<file path="config.mk">
export PLATFORM = sky130hd
export DESIGN_NAME = pcs_rx_decoder_fsm
export DESIGN_NICKNAME = d
export VERILOG_FILES = /design/src/rtl/pcs_rx_decoder_fsm_pkg.sv /design/src/rtl/pcs_rx_decoder_fsm_block_classify.sv /design/src/rtl/pcs_rx_decoder_fsm.sv
export SDC_FILE = /design/constraint.sdc
export NUM_CORES = 1
export LEC_CHECK = 0
export BUFFER_PORTS_ARGS = -buffer_cell sky130_fd_sc_hd__buf_2
export CAP_MARGIN = 40
export CORE_MARGIN = 2
export CORE_UTILIZATION = 52
export CTS_BUF_LIST = sky130_fd_sc_hd__clkbuf_16
export CTS_CLUSTER_DIAMETER = 100
export DETAILED_ROUTE_END_ITERATION = 6
export GPL_TIMING_DRIVEN = 0
export HOLD_SLACK_MARGIN = 0.06
export PLACE_DENSITY = 0.83
export SLEW_MARGIN = 20
export SYNTH_ARGS = -nofsm -noshare
export SYNTH_HDL_FRONTEND = slang
export SYNTH_HIERARCHICAL = 1
export SYNTH_SLANG_ARGS = --single-unit
</file>
<file path="constraint.sdc">
create_clock -name i_clock -period 9.2 [get_ports i_clock]
set_input_delay 1.38 -clock i_clock [delete_from_list [all_inputs] [get_ports i_clock]]
set_output_delay 1.38 -clock i_clock [all_outputs]
set_load 0.01 [all_outputs]
</file>
<file path="src/rtl/pcs_rx_decoder_fsm_pkg.sv">
// Shared 100GBASE-R definitions for the RX decoder: CGMII/PCS characters, block types,
// R_TYPE and receive-state encodings, and the LBLOCK_R/EBLOCK_R constants.
package pcs_rx_decoder_fsm_pkg;

    localparam int LEN_CODED_BLOCK = 66;
    localparam int LEN_RX_DATA     = 64;
    localparam int LEN_RX_CTRL     = 8;
    localparam int NB_ERR_CNT      = 16;

    localparam logic [1:0] SH_DATA = 2'b01;
    localparam logic [1:0] SH_CTRL = 2'b10;

    localparam logic [7:0] BT_IDLE = 8'h1E;
    localparam logic [7:0] BT_S    = 8'h78;
    localparam logic [7:0] BT_O    = 8'h4B;
    localparam logic [7:0] BT_T0   = 8'h87;
    localparam logic [7:0] BT_T1   = 8'h99;
    localparam logic [7:0] BT_T2   = 8'hAA;
    localparam logic [7:0] BT_T3   = 8'hB4;
    localparam logic [7:0] BT_T4   = 8'hCC;
    localparam logic [7:0] BT_T5   = 8'hD2;
    localparam logic [7:0] BT_T6   = 8'hE1;
    localparam logic [7:0] BT_T7   = 8'hFF;

    localparam logic [7:0] CG_IDLE  = 8'h07;
    localparam logic [7:0] CG_ERR   = 8'hFE;
    localparam logic [7:0] CG_START = 8'hFB;
    localparam logic [7:0] CG_TERM  = 8'hFD;
    localparam logic [7:0] CG_SEQ   = 8'h9C;
    localparam logic [7:0] CG_SIG   = 8'h5C;

    localparam logic [6:0] PC_IDLE = 7'h00;
    localparam logic [6:0] PC_ERR  = 7'h1E;

    localparam logic [63:0] LBLOCK_DATA = 64'h9C00_0001_0000_0000;
    localparam logic [7:0]  LBLOCK_CTRL = 8'h80;
    localparam logic [63:0] EBLOCK_DATA = {8{CG_ERR}};
    localparam logic [7:0]  EBLOCK_CTRL = 8'hFF;

    typedef enum logic [2:0] {R_C, R_D, R_S, R_T, R_E} r_type_e;

    typedef enum logic [2:0] {
        RX_INIT = 3'd0,
        RX_C    = 3'd1,
        RX_D    = 3'd2,
        RX_T    = 3'd3,
        RX_E    = 3'd4
    } rx_state_e;

    function automatic logic char_ok(input logic [6:0] c);
        return (c == PC_IDLE) || (c == PC_ERR);
    endfunction

    function automatic logic [7:0] map_char(input logic [6:0] c);
        return (c == PC_ERR) ? CG_ERR : CG_IDLE;
    endfunction

    // Number of data bytes ahead of /T/, or -1 when the type is not a terminate.
    function automatic int term_bytes(input logic [7:0] bt);
        case (bt)
            BT_T0:   return 0;
            BT_T1:   return 1;
            BT_T2:   return 2;
            BT_T3:   return 3;
            BT_T4:   return 4;
            BT_T5:   return 5;
            BT_T6:   return 6;
            BT_T7:   return 7;
            default: return -1;
        endcase
    endfunction

endpackage

</file>
<file path="src/rtl/pcs_rx_decoder_fsm_block_classify.sv">
// Combinational 66b block classifier: R_TYPE plus the CGMII data/ctrl the block decodes to.
module pcs_rx_block_classify
    import pcs_rx_decoder_fsm_pkg::*;
(
    input  logic [LEN_CODED_BLOCK-1:0] block,
    output logic [2:0]                 r_type,
    output logic [LEN_RX_DATA-1:0]     data,
    output logic [LEN_RX_CTRL-1:0]     ctrl
);
    logic [1:0]  sh;
    logic [7:0]  btype;
    logic [55:0] pl;
    logic [63:0] pl_pad;
    logic        chars_ok;
    int          n_term;

    assign sh     = block[65:64];
    assign btype  = block[63:56];
    assign pl     = block[55:0];
    assign pl_pad = {pl, 8'h00};

    always_comb begin
        r_type   = R_E;
        data     = EBLOCK_DATA;
        ctrl     = EBLOCK_CTRL;
        chars_ok = 1'b1;
        n_term   = term_bytes(btype);
        if (sh == SH_DATA) begin
            r_type = R_D;
            data   = block[63:0];
            ctrl   = '0;
        end else if (sh == SH_CTRL) begin
            if (btype == BT_IDLE) begin
                for (int i = 0; i < 8; i++) begin
                    chars_ok          = chars_ok & char_ok(pl[55-7*i -: 7]);
                    data[63-8*i -: 8] = map_char(pl[55-7*i -: 7]);
                end
                ctrl = 8'hFF;
                if (chars_ok) r_type = R_C;
            end else if (btype == BT_S) begin
                r_type = R_S;
                data   = {CG_START, pl};
                ctrl   = 8'h80;
            end else if (btype == BT_O) begin
                data = {(pl[31:28] == 4'hF) ? CG_SIG : CG_SEQ, pl[55:32], 32'h0};
                ctrl = 8'h80;
                if ((pl[31:28] == 4'h0 || pl[31:28] == 4'hF) && pl[27:0] == 28'h0)
                    r_type = R_C;
            end else if (n_term >= 0) begin
                // Data bytes, then /T/, then 7-bit trailing chars packed at the bottom.
                for (int i = 0; i < 8; i++) begin
                    if (i < n_term) begin
                        data[63-8*i -: 8] = pl_pad[63-8*i -: 8];
                    end else if (i == n_term) begin
                        data[63-8*i -: 8] = CG_TERM;
                    end else begin
                        chars_ok          = chars_ok & char_ok(pl[7*(7-i) +: 7]);
                        data[63-8*i -: 8] = map_char(pl[7*(7-i) +: 7]);
                    end
                end
                ctrl = 8'hFF >> n_term;
                if (chars_ok) r_type = R_T;
            end
        end
    end

endmodule

</file>
<file path="src/rtl/pcs_rx_decoder_fsm.sv">
// 100GBASE-R receive decoder: one-block-lookahead receive state machine driving CGMII RX,
// with LBLOCK_R while unlocked and a saturating errored-block counter.
module pcs_rx_decoder_fsm
    import pcs_rx_decoder_fsm_pkg::*;
(
    input  logic                       i_clock,
    input  logic                       i_reset,
    input  logic [LEN_CODED_BLOCK-1:0] i_rx_coded,
    input  logic                       i_valid,
    input  logic                       i_block_lock,
    input  logic                       i_hi_ber,
    input  logic                       i_err_clr,
    output logic [LEN_RX_DATA-1:0]     o_rx_data,
    output logic [LEN_RX_CTRL-1:0]     o_rx_ctrl,
    output logic                       o_valid,
    output logic [2:0]                 o_state,
    output logic [NB_ERR_CNT-1:0]      o_err_count
);
    logic [LEN_CODED_BLOCK-1:0] cur_q;
    logic                       cur_vld_q, cur_vld_d;
    rx_state_e                  state_q, state_d, dec;
    logic [LEN_RX_DATA-1:0]     data_q, data_d;
    logic [LEN_RX_CTRL-1:0]     ctrl_q, ctrl_d;
    logic                       vld_q, vld_d;
    logic [NB_ERR_CNT-1:0]      err_q, err_d;
    logic                       err_inc;
    logic                       lock_ok, load_cur, nxt_sc;

    logic [2:0]             cur_type, nxt_type;
    logic [LEN_RX_DATA-1:0] cur_data, nxt_data;
    logic [LEN_RX_CTRL-1:0] cur_ctrl, nxt_ctrl;
    logic                   unused_nxt;

    pcs_rx_block_classify u_cls_cur (
        .block  (cur_q),
        .r_type (cur_type),
        .data   (cur_data),
        .ctrl   (cur_ctrl)
    );

    // Lookahead instance: only its type is consumed.
    pcs_rx_block_classify u_cls_nxt (
        .block  (i_rx_coded),
        .r_type (nxt_type),
        .data   (nxt_data),
        .ctrl   (nxt_ctrl)
    );

    assign unused_nxt = ^{nxt_data, nxt_ctrl};
    assign lock_ok    = i_block_lock & ~i_hi_ber;
    assign load_cur   = lock_ok & i_valid;
    assign nxt_sc     = (nxt_type == R_S) || (nxt_type == R_C);

    always_comb begin
        dec       = RX_E;
        state_d   = state_q;
        cur_vld_d = cur_vld_q;
        data_d    = data_q;
        ctrl_d    = ctrl_q;
        vld_d     = 1'b0;
        err_inc   = 1'b0;

        case (state_q)
            RX_INIT, RX_C, RX_T: begin
                if (cur_type == R_C)      dec = RX_C;
                else if (cur_type == R_S) dec = RX_D;
            end
            RX_D: begin
                if (cur_type == R_D)                 dec = RX_D;
                else if (cur_type == R_T && nxt_sc)  dec = RX_T;
            end
            RX_E: begin
                if (cur_type == R_C)                 dec = RX_C;
                else if (cur_type == R_D)            dec = RX_D;
                else if (cur_type == R_T && nxt_sc)  dec = RX_T;
            end
            default: dec = RX_E;
        endcase

        if (!lock_ok) begin
            state_d   = RX_INIT;
            cur_vld_d = 1'b0;
            if (i_valid) begin
                data_d = LBLOCK_DATA;
                ctrl_d = LBLOCK_CTRL;
                vld_d  = 1'b1;
            end
        end else if (i_valid) begin
            cur_vld_d = 1'b1;
            // First beat after reset/relock only primes the lookahead.
            if (cur_vld_q) begin
                state_d = dec;
                vld_d   = 1'b1;
                if (dec == RX_E) begin
                    data_d  = EBLOCK_DATA;
                    ctrl_d  = EBLOCK_CTRL;
                    err_inc = 1'b1;
                end else begin
                    data_d = cur_data;
                    ctrl_d = cur_ctrl;
                end
            end
        end

        if (i_err_clr)                    err_d = '0;
        else if (err_inc && err_q != '1)  err_d = err_q + 1'b1;
        else                              err_d = err_q;
    end

    always_ff @(posedge i_clock) begin
        if (i_reset) begin
            state_q   <= RX_INIT;
            cur_q     <= '0;
            cur_vld_q <= 1'b0;
            data_q    <= LBLOCK_DATA;
            ctrl_q    <= LBLOCK_CTRL;
            vld_q     <= 1'b0;
            err_q     <= '0;
        end else begin
            state_q   <= state_d;
            cur_vld_q <= cur_vld_d;
            data_q    <= data_d;
            ctrl_q    <= ctrl_d;
            vld_q     <= vld_d;
            err_q     <= err_d;
            if (load_cur) cur_q <= i_rx_coded;
        end
    end

    assign o_rx_data   = data_q;
    assign o_rx_ctrl   = ctrl_q;
    assign o_valid     = vld_q;
    assign o_state     = state_q;
    assign o_err_count = err_q;

endmodule

</file>
==> results.toml <==
[run_status]
status = "finished with violations"
violations = "DRC"

[final_layout]
nets = 1457
diodes = 0
fillers = 1533
drive_gt1_share_pct = 19.5
final_area_um2 = 10900
area_growth_pct = 19.0

[clocking]
h-tree-depth = 4
cts_resized = 0
clock-sinks = 159
cts_tree = "yes"
clk_path_buf_depth = 2
hold_buffers = 0
clk_pin_slew_ps = 60
cts_buffers = 17
clk_latency_ps = 430
post-cts-setup-buffer-count = 0
cts_root_buf = "clkbuf_16"

[global_routing]
antenna_found_initial = 0
grt_max_degree = 17
grt_pass1_vias = 9576
track_usage_pct = 36.6
overflow = 0
grt_pass1_wl_mm = 52.7

[timing]
tightest_slew_ps = 999
finClkSkew_ps = 9.22
hold_viol = 0
timing.final.ws_setup_ps = 4250
tns_ps = 0
drv_slew = 0
layout_min_cycle_time_ps = 4950
max_slew_margin_pct = 32.8
finalSetupViolations = 0
fmax_ghz = 0.202
post-route-period-util_pct = 53.8
rsz0062_at_grt = "no"

[critical_path]
crit_arrival_ps = 5230
reg2reg_slack_ps = 4340
crit_path_start_kind = "input port"
path_max_fanout = 10
crit_type = "input port to flop"
crit_required_ps = 9480
cp-end-kind = "flop"

[placed_design]
dp_slack_ps = 3970
placed_area_um2 = 10300
place_hpwl_mm = 26.2
place_congestion = 1.02
io_buffers = 162

[power]
max-vdd-ir-drop_uv = 125
power.leakage_uw = 0.00399
powerDensity_nw_per_um2 = 148

[floorplanning]
coreArea_um2 = 17300
dieWidth_um = 137
fp-row-count = 48
pin_count = 164
die_y_um = 137
die_area_um2 = 18700
start_util_pct = 53.1

[routing]
firstDrtPassIters = 7
wire_per_inst_um = 21.3
via_count = 10700
viasPerCell = 6.60
drc = 2
drtIter0Drc = 1416
ant_nets = 0
drt_wl_total_mm = 34.6

[synth]
synth_nets = 1273
synthCells = 1200
synth_warnings = 6
avgSynthCellArea_um2 = 7.65
synth_area_um2 = 9180

[min_path]
min_path_type = "flop to flop"

[job]
max_cap_viol_count = 0
report_power, final:
group	total [uW]	internal (uW)	leakage (uW)	switching [uW]
Sequential	719	701	0.00129	17.9
Combinational	158	55.1	0.00241	103
Clock	738	432	0.000294	307
Total	1620	1190	0.00399	427
area by class of cell:
class / count / area, um^2 / area share, %
multi-input combinational: 933 / 5560 / 50.9
inverter: 13 / 48.8 / 0.447
clock inverter: 15 / 185 / 1.70
sequential: 159 / 3180 / 29.1
tap: 225 / 282 / 2.58
timing repair buffer: 165 / 832 / 7.62
buffer: 95 / 405 / 3.71
clock buffer: 17 / 425 / 3.89
worst max-delay path, stage by stage:
cell       delay, ps
buf_2            110
nor3_1           630
nor4b_1          410
buf_2            230
o21ai_0          280
nor3_1           260
nor3_1            70
o2bb2ai_1        160
o21ai_0          250
a21oi_1          120
a22oi_2          200
buf_2            250
buf_2            310
buf_1            410
a21oi_1          130
cell usage in the layout (no fill, tap or decap), drive strengths merged, types with 6 or more instances in the layout:
cell,n
inv,18
a31oi,9
o221ai,9
a21oi,181
nor2,69
nand4,22
nor4,16
o21a,12
a21o,7
buf,194
o221a,10
and2,10
o22ai,12
a2111oi,6
or4,19
clkbuf,83
and4bb,9
dfxtp,159
nand2,206
a22oi,69
or3,10
o211ai,6
and4,16
o31ai,13
a211o,8
nand4bb,7
nor3,18
nand2b,12
nor2b,11
nand3,12
and3,10
nor4bb,9
o21ai,71
a22o,6
final timing paths:
check	to	from	cells after the start
worst min register to register	cur_q[33]$_SDFFE_PP0P_	cur_q[33]$_SDFFE_PP0P_	2
worst max-delay path	o_rx_data[52]$_SDFFE_PP0P_	i_rx_coded[21]	15
worst max register to register	o_err_count[1]$_SDFFE_PP0P_	cur_q[58]$_SDFFE_PP0P_	14
worst min-delay path	cur_q[33]$_SDFFE_PP0P_	cur_q[33]$_SDFFE_PP0P_	2
state kept, by name, summed over array words and instances, names as in the netlist:
name,count
o_err_count,16
o_state,3
cur_vld_q,1
o_valid,1
o_rx_data,64
cur_q,66
o_rx_ctrl,8
layer usage:
metal  part of all wire, %  GRT usage (%)  vias to the layer above
li1                      -              -                     4878
met1                    40           48.3                     5029
met2                    45           57.7                      673
met3                    10           7.74                      125
met4                   5.2           16.3                        0
met5                     0              0                        -
per-stage QoR:
stage / util, % / instances / power, uW / hold slack [ps]
floorplan: - / 1200 / 817 / 449
global placement: 59.4 / 1587 / 883 / 460
detailed placement: 59.5 / 1588 / 885 / 480
CTS: 63.1 / 1620 / 1610 / 489
global route: 63.2 / 1622 / 1660 / 507
finish: 63.2 / 1622 / 1620 / 491
Power figures use the tool's default switching activity.
